<file path="src/rtl/core_sync_ctrl.sv">
`default_nettype none
// ============================================================================
// Module      : core_sync_ctrl
// Description : Responder for the inter-core control protocol. Tracks the
//               per-core run state, forwards PC handoffs as load strobes,
//               generates stall counts for paused cores and shared-memory
//               conflicts, and latches a sticky global halt.
// Revision    : 1.0 - initial release
// ============================================================================
module core_sync_ctrl #(
    parameter logic [15:0] BOOT_PC     = 16'h0000,
    parameter logic [1:0]  BOOT_RUN    = 2'b01,
    parameter logic [2:0]  PAUSE_STALL = 3'd6,
    parameter logic [2:0]  RD_STALL    = 3'd3
) (
    input  logic        clk,
    input  logic        reset,
    input  logic [2:0]  pr_1,
    input  logic [2:0]  pr_2,
    input  logic [17:0] pc_out_1,
    input  logic [17:0] pc_out_2,
    input  logic        wen_1,
    input  logic        wen_2,
    input  logic        rd_1,
    input  logic        rd_2,
    input  logic        halt_1,
    input  logic        halt_2,
    input  logic        awake_1,
    input  logic        awake_2,
    output logic [16:0] pc_passed_1,
    output logic [16:0] pc_passed_2,
    output logic [2:0]  stall_num_1,
    output logic [2:0]  stall_num_2,
    output logic [1:0]  run,
    output logic        halt
);

    logic [1:0] r_run;
    logic       r_boot;
    logic       r_halt;

    logic       w_p1_valid;
    logic       w_p2_valid;
    logic [1:0] w_pause;     // bit k: a valid pause targets core k+1
    logic [1:0] w_resume;    // bit k: a valid resume targets core k+1
    logic [1:0] w_run_next;
    logic       w_halt_set;

    // Request decode; an unknown valid bit compares false and so means "no request".
    always_comb begin
        w_p1_valid = 1'b0;
        w_p2_valid = 1'b0;
        w_pause    = 2'b00;
        w_resume   = 2'b00;
        if (pr_1[2] == 1'b1) begin
            w_p1_valid = 1'b1;
        end
        if (pr_2[2] == 1'b1) begin
            w_p2_valid = 1'b1;
        end
        for (int k = 0; k < 2; k++) begin
            if (w_p1_valid && (pr_1[0] == k[0])) begin
                if (pr_1[1] == 1'b1) w_resume[k] = 1'b1;
                else                 w_pause[k]  = 1'b1;
            end
            if (w_p2_valid && (pr_2[0] == k[0])) begin
                if (pr_2[1] == 1'b1) w_resume[k] = 1'b1;
                else                 w_pause[k]  = 1'b1;
            end
        end
    end

    // Next run state per target: core1's request has priority over core2's.
    always_comb begin
        w_run_next = r_run;
        for (int k = 0; k < 2; k++) begin
            if (w_p1_valid && (pr_1[0] == k[0])) begin
                w_run_next[k] = pr_1[1];
            end else if (w_p2_valid && (pr_2[0] == k[0])) begin
                w_run_next[k] = pr_2[1];
            end
        end
    end

    assign w_halt_set = (halt_1 | ~awake_1) & (halt_2 | ~awake_2);

    // State registers: run state, one-cycle boot flag, sticky halt.
    always_ff @(posedge clk or posedge reset) begin
        if (reset) begin
            r_run  <= BOOT_RUN;
            r_boot <= 1'b1;
            r_halt <= 1'b0;
        end else begin
            r_run  <= w_run_next;
            r_boot <= 1'b0;
            if (w_halt_set) begin
                r_halt <= 1'b1;
            end
        end
    end

    // PC handoff routing; core1's handoff wins, boot overrides both outputs.
    always_comb begin
        pc_passed_1 = 17'd0;
        pc_passed_2 = 17'd0;
        if (pc_out_1[17] == 1'b1 && pc_out_1[16] == 1'b0) begin
            pc_passed_1 = {1'b1, pc_out_1[15:0]};
        end else if (pc_out_2[17] == 1'b1 && pc_out_2[16] == 1'b0) begin
            pc_passed_1 = {1'b1, pc_out_2[15:0]};
        end
        if (pc_out_1[17] == 1'b1 && pc_out_1[16] == 1'b1) begin
            pc_passed_2 = {1'b1, pc_out_1[15:0]};
        end else if (pc_out_2[17] == 1'b1 && pc_out_2[16] == 1'b1) begin
            pc_passed_2 = {1'b1, pc_out_2[15:0]};
        end
        if (r_boot) begin
            pc_passed_1 = {1'b1, BOOT_PC};
            pc_passed_2 = 17'd0;
        end
    end

    // Stall generation; memory-port conflicts always stall core2 only.
    always_comb begin
        stall_num_1 = 3'd0;
        stall_num_2 = 3'd0;
        if (w_pause[0]) begin
            stall_num_1 = PAUSE_STALL;
        end else if (!r_run[0] && !w_resume[0]) begin
            stall_num_1 = PAUSE_STALL;
        end
        if (w_pause[1]) begin
            stall_num_2 = PAUSE_STALL;
        end else if (!r_run[1] && !w_resume[1]) begin
            stall_num_2 = PAUSE_STALL;
        end else if (wen_1 && wen_2) begin
            stall_num_2 = PAUSE_STALL;
        end else if (rd_1 && rd_2) begin
            stall_num_2 = RD_STALL;
        end
    end

    assign run  = r_run;
    assign halt = r_halt;

endmodule
`default_nettype wire

</file>
<file path="config.mk">
export PLATFORM = sky130hd
export DESIGN_NAME = core_sync_ctrl
export DESIGN_NICKNAME = d
export VERILOG_FILES = /design/src/rtl/core_sync_ctrl.sv
export SDC_FILE = /design/constraint.sdc
export NUM_CORES = 1
export LEC_CHECK = 0
export CORE_AREA = 2 2 54 66
export CTS_CLUSTER_SIZE = 16
export DETAILED_ROUTE_END_ITERATION = 7
export DIE_AREA = 0 0 56 68
export PLACE_DENSITY = 0.79
export SLEW_MARGIN = 15
export SYNTH_ARGS = -nofsm -noshare
export SYNTH_HDL_FRONTEND = slang
export SYNTH_SLANG_ARGS = --single-unit
</file>
<file path="constraint.sdc">
create_clock -name clk -period 1.64 [get_ports clk]
set_input_delay 0.328 -clock clk [delete_from_list [all_inputs] [get_ports clk]]
set_output_delay 0.328 -clock clk [all_outputs]
set_load 0.02 [all_outputs]
</file>
==> flow_metrics.py, run 1 <==
metrics = {
    "setup_path": {
        "rr_worst_depth": 3,
        "crit_type": "reg2out",
        "timing.rr.end": "run[0]$_DFFE_PP1P_",
        "crit_start": "r_boot$_DFF_PP1_",
        "cp-start-kind": "flip-flop",
        "crit_arrival_ns": 1.30,
        "end_kind": "output port",
        "worstPathRequired_ns": 1.31,
        "regToRegSetupSlack_ns": 0.74,
        "r2r-start": "run[0]$_DFFE_PP1P_",
        "cp_max_fo": 17,
    },
    "synthesis": {
        "synth.area.top_cells": "nand2_1, a21oi_1, nand3_1, a21oi_2, dfstp_2",
        "synth_top_area_share_pct": 22.9,
        "ys_ff_latch": 4,
        "synthCells": 151,
        "synth-warning-count": 0,
        "syn-mean-instance-area_sq_um": 5.74,
        "yosys.area.top_type": "nand2_1",
        "syn_area_sq_um": 867,
        "seq_area_frac_synth_pct": 11.8,
        "synth_cell_types": 27,
    },
    "global_route": {
        "overflow": 0,
        "antenna_found_initial": 0,
        "grt_use_total_pct": 19.7,
        "grt_max_degree": 18,
        "grt_pass1_vias": 1385,
        "grt_pass1_wl_mm": 6.11,
    },
    "die": {
        "die_area_sq_um": 3810,
        "start_util_pct": 26.9,
        "die_h_um": 68,
        "fp.dieW_um": 56,
        "core_sq_um": 3220,
        "core.rowCount": 23,
        "pin_count": 95,
    },
    "routing": {
        "firstDrtPassIters": 4,
        "dr_total_vias": 1475,
        "drtIter0Drc": 74,
        "routedWlPerCell_um": 13.8,
        "wl_mm": 4.02,
        "drc": 0,
        "ant_nets": 0,
        "viasPerCell": 5.07,
    },
    "sta": {
        "fin_crit_ns": 1.62,
        "period_share_pct": 99.0,
        "finClkSkew_ns": 0,
        "finalSetupViolCount": 0,
        "maxSlewViolCount": 0,
        "fmax_ghz": 0.616,
        "setup_slack_ns": 0.0166,
        "rsz0062_at_grt": "true",
        "hold_violations": 0,
    },
    "finish": {
        "area_growth_pct": 127,
        "layout.nets": 308,
        "drive_above_1_share_pct": 41.7,
        "design_area_sq_um": 1970,
        "antenna_cells": 0,
    },
    "place": {
        "pre_cts_ws_ns": -0.856,
        "place_congestion": 0.907,
        "hpwl_mm": 2.98,
        "dpl_cell_area_sq_um": 1900,
        "numPortBuffers": 93,
    },
    "clock_tree": {
        "cts_buffer_depth": 2,
        "clkLatencyLatePin_ns": 0.21,
        "cts_buffers": 3,
        "cts.root.buffer_cell": "clkbuf_8",
        "ctsHtreeMaxLevel": 1,
        "cts_tree": "yes",
        "holdBufCountCts": 0,
        "clk_pin_slew_ns": 0.03,
        "clock-sinks": 4,
    },
    "power": {
        "finalPower_uw": 878,
        "power_per_cell_area_nw_per_um2": 445,
        "ir_drop_v": 0.000354,
        "leakage_uw": 0.000904,
    },
    "status": {
        "status": "finished, final reports clean",
    },
    "run": {
        "max_cap_violations": 0,
    },
    "worst_hold_path": {
        "hold_path_class": "in2async",
    },
}
[stage by stage]
step / setup TNS [ns] / util [%] / std cells / hold WS [ns]
after floorplan: 0 / - / 152 / 0.0926
after global placement: -28.92 / 58.9 / 287 / 0.472
after detailed placement: -29.40 / 58.9 / 287 / 0.463
after CTS: -0.0161 / 58.2 / 290 / 0.295
after global routing: -0.0412 / 61.2 / 291 / 0.308
final: 0 / 61.2 / 291 / 0.295
[worst max path at each step]
stage	endpoint	slack [ns]
after floorplan	stall_num_1[2]	0.09
after global placement	pc_passed_1[13]	-0.84
after detailed placement	pc_passed_1[13]	-0.86
after CTS	pc_passed_1[16]	-0.01
after global routing	pc_passed_1[5]	-0.03
final	pc_passed_1[16]	0.02
[critical path: stages, from the launching register on]
cell	delay, ns
dfstp_2	0.37
buf_6	0.17
or3_4	0.40
buf_6	0.14
[power breakdown]
group	internal (uW)	leakage (uW)	switching [uW]
Combinational	290	0.000841	272
Clock	156	0.0000216	44.5
Sequential	111	0.0000413	5.09
[metal layers]
layer	vias up	GRT usage (%)	part of all wire, %
met5	-	0	0
met4	0	5.65	1.1
met3	8	4.16	10
met2	84	38.4	51
met1	675	21.6	38
li1	708	-	-
[cells in the final DEF, fill, tap and decap left out, types with 2 or more instances in the layout]
| cell type | n |
|---|---|
| buf_6 | 15 |
| clkbuf_2 | 3 |
| nor2_1 | 3 |
| clkdlybuf4s50_1 | 42 |
| nand2b_4 | 3 |
| a21oi_1 | 13 |
| dlygate4sd2_1 | 3 |
| conb_1 | 2 |
| nor2b_4 | 2 |
| clkdlybuf4s15_2 | 2 |
| a21oi_2 | 21 |
| nand2_2 | 2 |
| buf_4 | 34 |
| clkbuf_8 | 3 |
| nand3b_1 | 2 |
| nand3_1 | 16 |
| inv_1 | 5 |
| nand2_1 | 52 |
| buf_2 | 12 |
| dfstp_2 | 2 |
| dfrtp_1 | 2 |
[cell type report]
class                           count  area [sq um]
Tap cell                           37          46.3
Timing Repair Buffer              114          1010
Multi-Input combinational cell    128           757
Fill cell                         298          1250
Clock buffer                        3          41.3
Sequential cell                     4           103
Inverter                            5          18.8
[synth_stat cells, drive strengths merged]
| cell | n |
|---|---|
| nand3 | 16 |
| a21oi | 34 |
| conb | 1 |
| nand3b | 2 |
| a221o | 1 |
| o2111ai | 1 |
| a21o | 2 |
| dfrtp | 2 |
| o22ai | 1 |
| nand2b | 4 |
| mux2i | 1 |
| inv | 5 |
| clkbuf | 4 |
| nor2 | 3 |
| nor2b | 3 |
| dfstp | 2 |
| a21boi | 1 |
| nand2 | 54 |
| and3 | 1 |
| buf | 11 |
| or3 | 1 |
| and2 | 1 |
[state kept, by name, indices dropped and copies added, names as in the netlist]
register / flops
run: 2
halt: 1
r_boot: 1
[logic make-up after synthesis]
group | share of synthesized area, %
flip-flops | 11.8
buffers and inverters | 14.4
other | 0.432
AO/OA/AOI/OAI | 29.0
multiplexers | 1.15
AND/OR/NAND/NOR | 43.1
[timing repair]
item                                    in CTS  in global routing
pin swaps                                    5                  7
gates resized for setup                    213                 43
endpoints found under the setup margin      40                 36
buffers inserted                             0                  1
(Power assumes the default switching activity.)
==> run 2: changes to the inputs <==
--- a/config.mk
+++ b/config.mk
@@ -5,11 +5,12 @@
 export SDC_FILE = /design/constraint.sdc
 export NUM_CORES = 1
 export LEC_CHECK = 0
-export CORE_AREA = 2 2 54 66
+export CAP_MARGIN = 20
+export CORE_AREA = 2 2 49 74
 export CTS_CLUSTER_SIZE = 16
 export DETAILED_ROUTE_END_ITERATION = 7
-export DIE_AREA = 0 0 56 68
-export PLACE_DENSITY = 0.79
+export DIE_AREA = 0 0 51 76
+export PLACE_DENSITY = 0.78
 export SLEW_MARGIN = 15
 export SYNTH_ARGS = -nofsm -noshare
 export SYNTH_HDL_FRONTEND = slang
==> run 2 against run 1 <==
Net effect:
- sequential share of layout area increased by 0.15 points
- total power decreased by 2.8%
- first-iteration DRC count down 35%
- core utilization decreased by 2.9 points
- sequential cell count did not move
- clock power grew 2%
- critical path type is now in2out
- non-clock buffer count shrank 1
- highest routed layer unchanged
- register-to-register slack barely moved
==> flow_metrics.py, run 2 (synthesis gave the netlist of run 1 again) <==
metrics = {
    "die": {
        "pin_count": 95,
        "core.rowCount": 26,
        "die_h_um": 76,
        "start_util_pct": 26.4,
        "core_sq_um": 3290,
        "fp.dieW_um": 51,
        "die_area_sq_um": 3880,
    },
    "finish": {
        "largest_reg_flops": 2,
        "antenna_cells": 0,
        "final_cells": 295,
        "layout_commonest_cell": "nand2_1",
        "area_growth_pct": 121,
        "layout.nets": 307,
        "design_area_sq_um": 1920,
        "final_cell_mix": "nand2_1, clkdlybuf4s50_1, buf_4, buf_2, a21oi_2",
        "drive_above_1_share_pct": 39.5,
    },
    "routing": {
        "wl_met2_mm": 1.85,
        "drtIter0Drc": 48,
        "wl_mm": 3.76,
        "dr_total_vias": 1438,
        "drc": 0,
        "wl_met3_um": 473,
        "top_layer": "met4",
        "viasPerCell": 4.87,
        "ant_nets": 0,
        "routedWlPerCell_um": 12.7,
        "met1_length_mm": 1.42,
        "firstDrtPassIters": 4,
    },
    "clock_tree": {
        "cts_buffer_depth": 2,
        "cts_buffers": 3,
        "clk_pin_slew_ns": 0.03,
        "cts_tree": "yes",
        "ctsHtreeMaxLevel": 1,
        "clkLatencyLatePin_ns": 0.21,
        "cts.root.buffer_cell": "clkbuf_8",
        "clock-sinks": 4,
    },
    "setup_path": {
        "rr_worst_depth": 3,
        "crit_type": "in2out",
        "crit_arrival_ns": 1.28,
        "regToRegSetupSlack_ns": 0.75,
        "cp_slowest_stage_delay_ns": 0.36,
        "cp-start-kind": "input pin",
        "critPathBufInv": 3,
        "cp_max_fo": 6,
        "crit_family": "simple AND/OR/NAND/NOR gates",
        "path_common_cell": "buf_6",
        "timing.rr.end": "run[0]$_DFFE_PP1P_",
        "r2r-start": "run[0]$_DFFE_PP1P_",
        "slowest_stage": "or3_4",
        "end_kind": "output port",
        "crit_chain": "clkdlybuf4s15_1, nor2b_4, buf_6, or3_4, buf_6",
        "worstPathRequired_ns": 1.31,
    },
    "place": {
        "hpwl_mm": 2.77,
        "numPortBuffers": 93,
        "place_congestion": 0.709,
        "pre_cts_ws_ns": -0.765,
        "dpl_cell_area_sq_um": 1910,
        "dp.cells": 289,
    },
    "power": {
        "power_per_cell_area_nw_per_um2": 445,
        "ir_drop_v": 0.000373,
        "leakage_uw": 0.000902,
    },
    "sta": {
        "period_share_pct": 97.8,
        "maxSlewViolCount": 0,
        "setup_slack_ns": 0.0362,
        "fin_crit_ns": 1.60,
        "finClkSkew_ns": 0,
        "rsz0062_at_grt": "true",
        "fmax_ghz": 0.624,
        "hold_violations": 0,
        "finalSetupViolCount": 0,
    },
    "worst_hold_path": {
        "hold_path_class": "in2async",
    },
    "global_route": {
        "grt_pass1_vias": 1380,
        "grt_max_degree": 17,
        "overflow": 0,
        "antenna_found_initial": 0,
        "grt_pass1_wl_mm": 5.91,
        "grt_use_total_pct": 18.7,
    },
    "status": {
        "status": "finished, final reports clean",
    },
    "run": {
        "max_cap_violations": 0,
    },
}
==> run 2: changes by cell type in the layout (fill, tap and decap cells not counted), moves of 2 or more <==
| cell | change |
|---|---|
| buf_4 | -8 |
| buf_2 | +12 |
| a21oi_2 | -2 |
| buf_12 | +2 |
| buf_6 | -6 |
| a21oi_1 | +2 |
| clkdlybuf4s15_2 | -2 |
==> run 2: worst max-delay path by stage <==
| stage | startpoint | slack (ns) | to | cells after the start |
|---|---|---|---|---|
| 2_1_floorplan | run[0]$_DFFE_PP1P_ | 0.09 | stall_num_1[2] | 3 |
| 3_3_place_gp | pc_out_1[17] | -0.76 | pc_passed_1[10] | 6 |
| 3_5_place_dp | pc_out_1[17] | -0.76 | pc_passed_1[10] | 6 |
| 4_1_cts | pr_1[2] | 0.005 | stall_num_2[1] | 5 |
| 5_1_grt | run[1]$_DFFE_PP0P_ | -0.04 | stall_num_2[1] | 4 |
| 6_report | pc_out_2[17] | 0.04 | pc_passed_1[16] | 5 |
==> run 2: power by group <==
part           total [uW]  leakage, uW  switching, uW  internal, uW
clock network         204    0.0000216           47.5           156
logic                 534     0.000839            261           272
registers             116    0.0000413           4.80           111
total                 853     0.000902            314           539
==> run 2: cell type report <==
type	instances	area (sq um)
sequential	4	103
clock buffer	3	41.3
fill	333	1370
multi-input combinational	128	744
timing repair buffer	113	956
inverter	5	18.8
tap	42	52.6
==> run 2: worst register-to-register path, cell delays in order, from the launching register on <==
cell and delay, ns:
dfstp_2 0.51, buf_4 0.10, mux2i_1 0.05, a21oi_1 0.15
==> run 2: what timing repair did <==
action | in CTS | in global routing
pin swaps | 6 | 4
endpoints found under the setup margin | 40 | 29
endpoints found under the hold margin | 0 | 0
hold buffers | 0 | 0
gates cloned | 2 | 0
resized for setup | 207 | 29
setup buffers | 0 | 1
==> run 2: stage by stage <==
stage / utilization [%] / power [uW] / hold WS [ns] / setup TNS (ns)
global route: 58.3 / 915 / 0.326 / -0.0385
CTS: 56.9 / 846 / 0.314 / 0
finish: 58.3 / 853 / 0.314 / 0
detailed placement: 58.0 / 655 / 0.470 / -27.51
global placement: 58.0 / 653 / 0.455 / -26.88
floorplan: - / 356 / 0.0926 / 0
==> run 2: routing by layer <==
layer | global-route usage [%] | vias up
met5 | 0 | -
met4 | 3.24 | 0
met3 | 5.49 | 2
met2 | 34.0 | 94
met1 | 21.0 | 634
li1 | - | 708
==> run 3: changes to the inputs <==
==> constraint.sdc (replaced) <==
create_clock -name clk -period 1.64 [get_ports clk]
set_input_delay 0.328 -clock clk [delete_from_list [all_inputs] [get_ports clk]]
set_output_delay 0.328 -clock clk [all_outputs]
set_load 0.1 [all_outputs]
==> run 3 against run 2 <==
Net effect:
- the flow now stops in clock tree synthesis
- synthesized cell count unchanged
- area after synthesis unchanged
==> flow_metrics.py, run 3 <==
metrics = {
    "status": {
        "status": "aborted with a tool error",
        "haltStage": "clock tree synthesis",
        "firstError": "[ERROR DPL-0038] Utilization greater than 100%, impossible to legalize",
    },
    "synthesis": {
        "synth_top_area_share_pct": 22.9,
        "synth-warning-count": 0,
        "synth.area.top_cells": "nand2_1, a21oi_1, nand3_1, a21oi_2, dfstp_2",
        "synthCells": 151,
        "ys_top_cells_by_count": "nand2_1, a21oi_1, nand3_1, a21oi_2, buf_4",
        "ys_ff_latch": 4,
        "async_flop_share_pct": 100,
        "yosys.area.top_type": "nand2_1",
        "syn-mean-instance-area_sq_um": 5.74,
        "synth_flop_cell": "dfstp_2",
        "synth-edff-count": 0,
        "syn_area_sq_um": 867,
        "synth.most_common_cell": "nand2_1",
        "seq_area_frac_synth_pct": 11.8,
        "synth_cell_types": 27,
    },
    "die": {
        "start_util_pct": 26.4,
        "pin_count": 95,
        "fp.dieW_um": 51,
        "die_h_um": 76,
        "core.rowCount": 26,
    },
    "clock_tree": {
        "post_cts_buffers": 5,
        "cts.repair.resized": 108,
        "holdBufCountCts": 0,
        "cts_buffers": 3,
        "clock-sinks": 4,
        "cts.root.buffer_cell": "clkbuf_8",
        "ctsHtreeMaxLevel": 1,
        "cts_buffer_depth": 2,
    },
    "place": {
        "numPortBuffers": 93,
        "hpwl_mm": 4.99,
        "place_congestion": 0.795,
        "pre_cts_ws_ns": -0.512,
    },
}
-- run 3: cell counts after synthesis --
No cell type changed its count.
-- run 3: logic make-up after synthesis --
kind of cell           share of synthesized area (%)
AND/OR/NAND/NOR                                 43.1
AO/OA/AOI/OAI                                   29.0
buffers and inverters                           14.4
flip-flops                                      11.8
multiplexers                                    1.15
other                                          0.432
-- run 3: per-stage QoR --
step	hold WS, ns	area, sq um	instances
3_3_place_gp	0.517	3060	303
3_5_place_dp	0.541	3060	303
2_1_floorplan	0.0926	1510	152
==> run 4: changes to the inputs <==
--- a/config.mk
+++ b/config.mk
@@ -6,11 +6,10 @@
 export NUM_CORES = 1
 export LEC_CHECK = 0
 export CAP_MARGIN = 20
-export CORE_AREA = 2 2 49 74
-export CTS_CLUSTER_SIZE = 16
+export CORE_AREA = 2 2 63 65
 export DETAILED_ROUTE_END_ITERATION = 7
-export DIE_AREA = 0 0 51 76
-export PLACE_DENSITY = 0.78
+export DIE_AREA = 0 0 65 67
+export PLACE_DENSITY_LB_ADDON = 0.15
 export SLEW_MARGIN = 15
 export SYNTH_ARGS = -nofsm -noshare
 export SYNTH_HDL_FRONTEND = slang
==> run 4 against run 3 <==
Net effect:
- the flow now finishes, with violations (setup timing)
==> flow_metrics.py, run 4 (synthesis gave the netlist of run 1 again) <==
metrics = {
    "setup_path": {
        "cp-start-kind": "flip-flop",
        "crit_chain": "a21o_1, o2111ai_4, nand2b_4, buf_12",
        "crit_arrival_ns": 1.54,
        "slowest_stage": "dfrtp_4",
        "worstPathRequired_ns": 1.31,
        "end_kind": "output port",
        "crit_type": "reg2out",
        "cp_slowest_stage_delay_ns": 0.49,
        "cp_max_fo": 3,
    },
    "status": {
        "violations": "setup timing",
        "status": "finished with violations",
    },
    "power": {
        "pwr-share-seq_pct": 7.0,
        "p_clk_share_pct": 13.0,
        "intPower_uw": 854,
        "ir_drop_v": 0.000717,
        "leakage_uw": 0.00140,
        "combPwrFrac_pct": 80.0,
        "power_per_cell_area_nw_per_um2": 527,
        "p_switching_uw": 948,
        "finalPower_uw": 1800,
        "swShare_pct": 52.6,
    },
    "place": {
        "hpwl_mm": 3.82,
        "numPortBuffers": 93,
        "place_congestion": 0.765,
    },
    "finish": {
        "layout_commonest_cell": "buf_12",
        "final_cell_mix": "buf_12, a21oi_4, nand2_1, nand2_2, clkdlybuf4s50_1",
        "largest_reg_flops": 2,
        "layout.nets": 323,
        "drive_above_1_share_pct": 66.3,
        "area_growth_pct": 295,
    },
    "sta": {
        "rsz0062_at_grt": "true",
        "setup_slack_ns": -0.223,
        "hold_violations": 0,
        "fin_crit_ns": 1.86,
        "tns_ns": -2.66,
        "finalSetupViolCount": 34,
        "period_share_pct": 114,
        "maxSlewViolCount": 0,
        "finClkSkew_ns": 0,
        "fmax_ghz": 0.537,
    },
    "routing": {
        "wl_mm": 8.92,
        "ant_nets": 0,
        "routedWlPerCell_um": 27.9,
        "drc": 0,
        "dr_total_vias": 1842,
        "firstDrtPassIters": 4,
        "drtIter0Drc": 107,
        "viasPerCell": 5.76,
    },
    "clock_tree": {
        "clkLatencyLatePin_ns": 0.22,
        "clk_pin_slew_ns": 0.04,
        "cts_buffers": 3,
        "cts.root.buffer_cell": "clkbuf_8",
        "ctsHtreeMaxLevel": 1,
        "cts_buffer_depth": 2,
        "holdBufCountCts": 0,
        "clock-sinks": 4,
        "cts_tree": "yes",
    },
    "die": {
        "start_util_pct": 24.0,
        "die_h_um": 67,
        "pin_count": 95,
        "core_sq_um": 3610,
        "fp.dieW_um": 65,
        "die_area_sq_um": 4360,
        "core.rowCount": 22,
    },
    "global_route": {
        "grt_pass1_wl_mm": 10.1,
        "grt_pass1_vias": 1878,
        "antenna_found_initial": 1,
        "grt_use_total_pct": 30.7,
        "grt_max_degree": 17,
        "overflow": 0,
    },
    "worst_hold_path": {
        "hold_path_class": "in2async",
    },
    "run": {
        "max_cap_violations": 0,
    },
}
-- run 4: worst paths after layout --
check | startpoint | endpoint | slack, ns | cells after the start
min reg2reg | halt$_DFFE_PP0P_ | halt$_DFFE_PP0P_ | 0.54 | 1
max in group asynchronous | reset | r_boot$_DFF_PP1_ | 1.06 | 2
min in group clk | halt$_DFFE_PP0P_ | halt$_DFFE_PP0P_ | 0.54 | 1
max | run[1]$_DFFE_PP0P_ | stall_num_2[1] | -0.22 | 4
max reg2reg | run[1]$_DFFE_PP0P_ | run[1]$_DFFE_PP0P_ | 0.42 | 4
min | reset | run[1]$_DFFE_PP0P_ | 0.33 | 2
-- run 4: per-layer routing --
| metal | track usage, % | up-vias | wire, um |
|---|---|---|---|
| met5 | 0 | - | 0 |
| met4 | 6.65 | 0 | 613 |
| met3 | 5.24 | 45 | 644 |
| met2 | 59.8 | 155 | 4680 |
| met1 | 34.4 | 902 | 2980 |
| li1 | - | 740 | - |
-- run 4: repair_timing --
action	CTS	global route
endpoints found under the setup margin	39	39
gates cloned	3	1
pin swaps	8	14
buffers inserted	10	3
resized for setup	58	47
-- run 4: worst max-delay path, delay by kind of cell, from the launching register on --
kind / cells / cell delay (ns)
buffers and inverters: 1 / 0.17
DFF: 1 / 0.49
and+or+nand+nor: 1 / 0.20
AOI/OAI and AO/OA: 2 / 0.44
-- run 4: power by group through the flow --
stage	Clock (uW)	Sequential [uW]	Combinational (uW)
finish	234	125	1440
global route	236	125	1460
CTS	224	122	1350
floorplan	0	175	727
global placement	0	124	1250
detailed placement	0	124	1260
-- run 4: final cells by class --
class | count | area, sq um
antenna | 2 | 5.00
inverter | 5 | 22.5
multi-input combinational | 128 | 1310
sequential | 4 | 110
fill | 86 | 184
timing repair buffer | 129 | 1870
tap | 48 | 60.1
clock buffer | 4 | 45.0
-- run 4: through the flow --
step                util (%)  instances  setup slack [ns]  area, sq um  hold WS, ns
floorplan                  -        152            -0.638         1510       0.0926
global placement        82.2        300            -0.448         2970        0.517
detailed placement      82.2        300            -0.509         2970        0.528
CTS                     91.0        316            -0.165         3280        0.299
global route            94.9        320            -0.255         3420        0.354
finish                  94.9        320            -0.223         3420        0.332
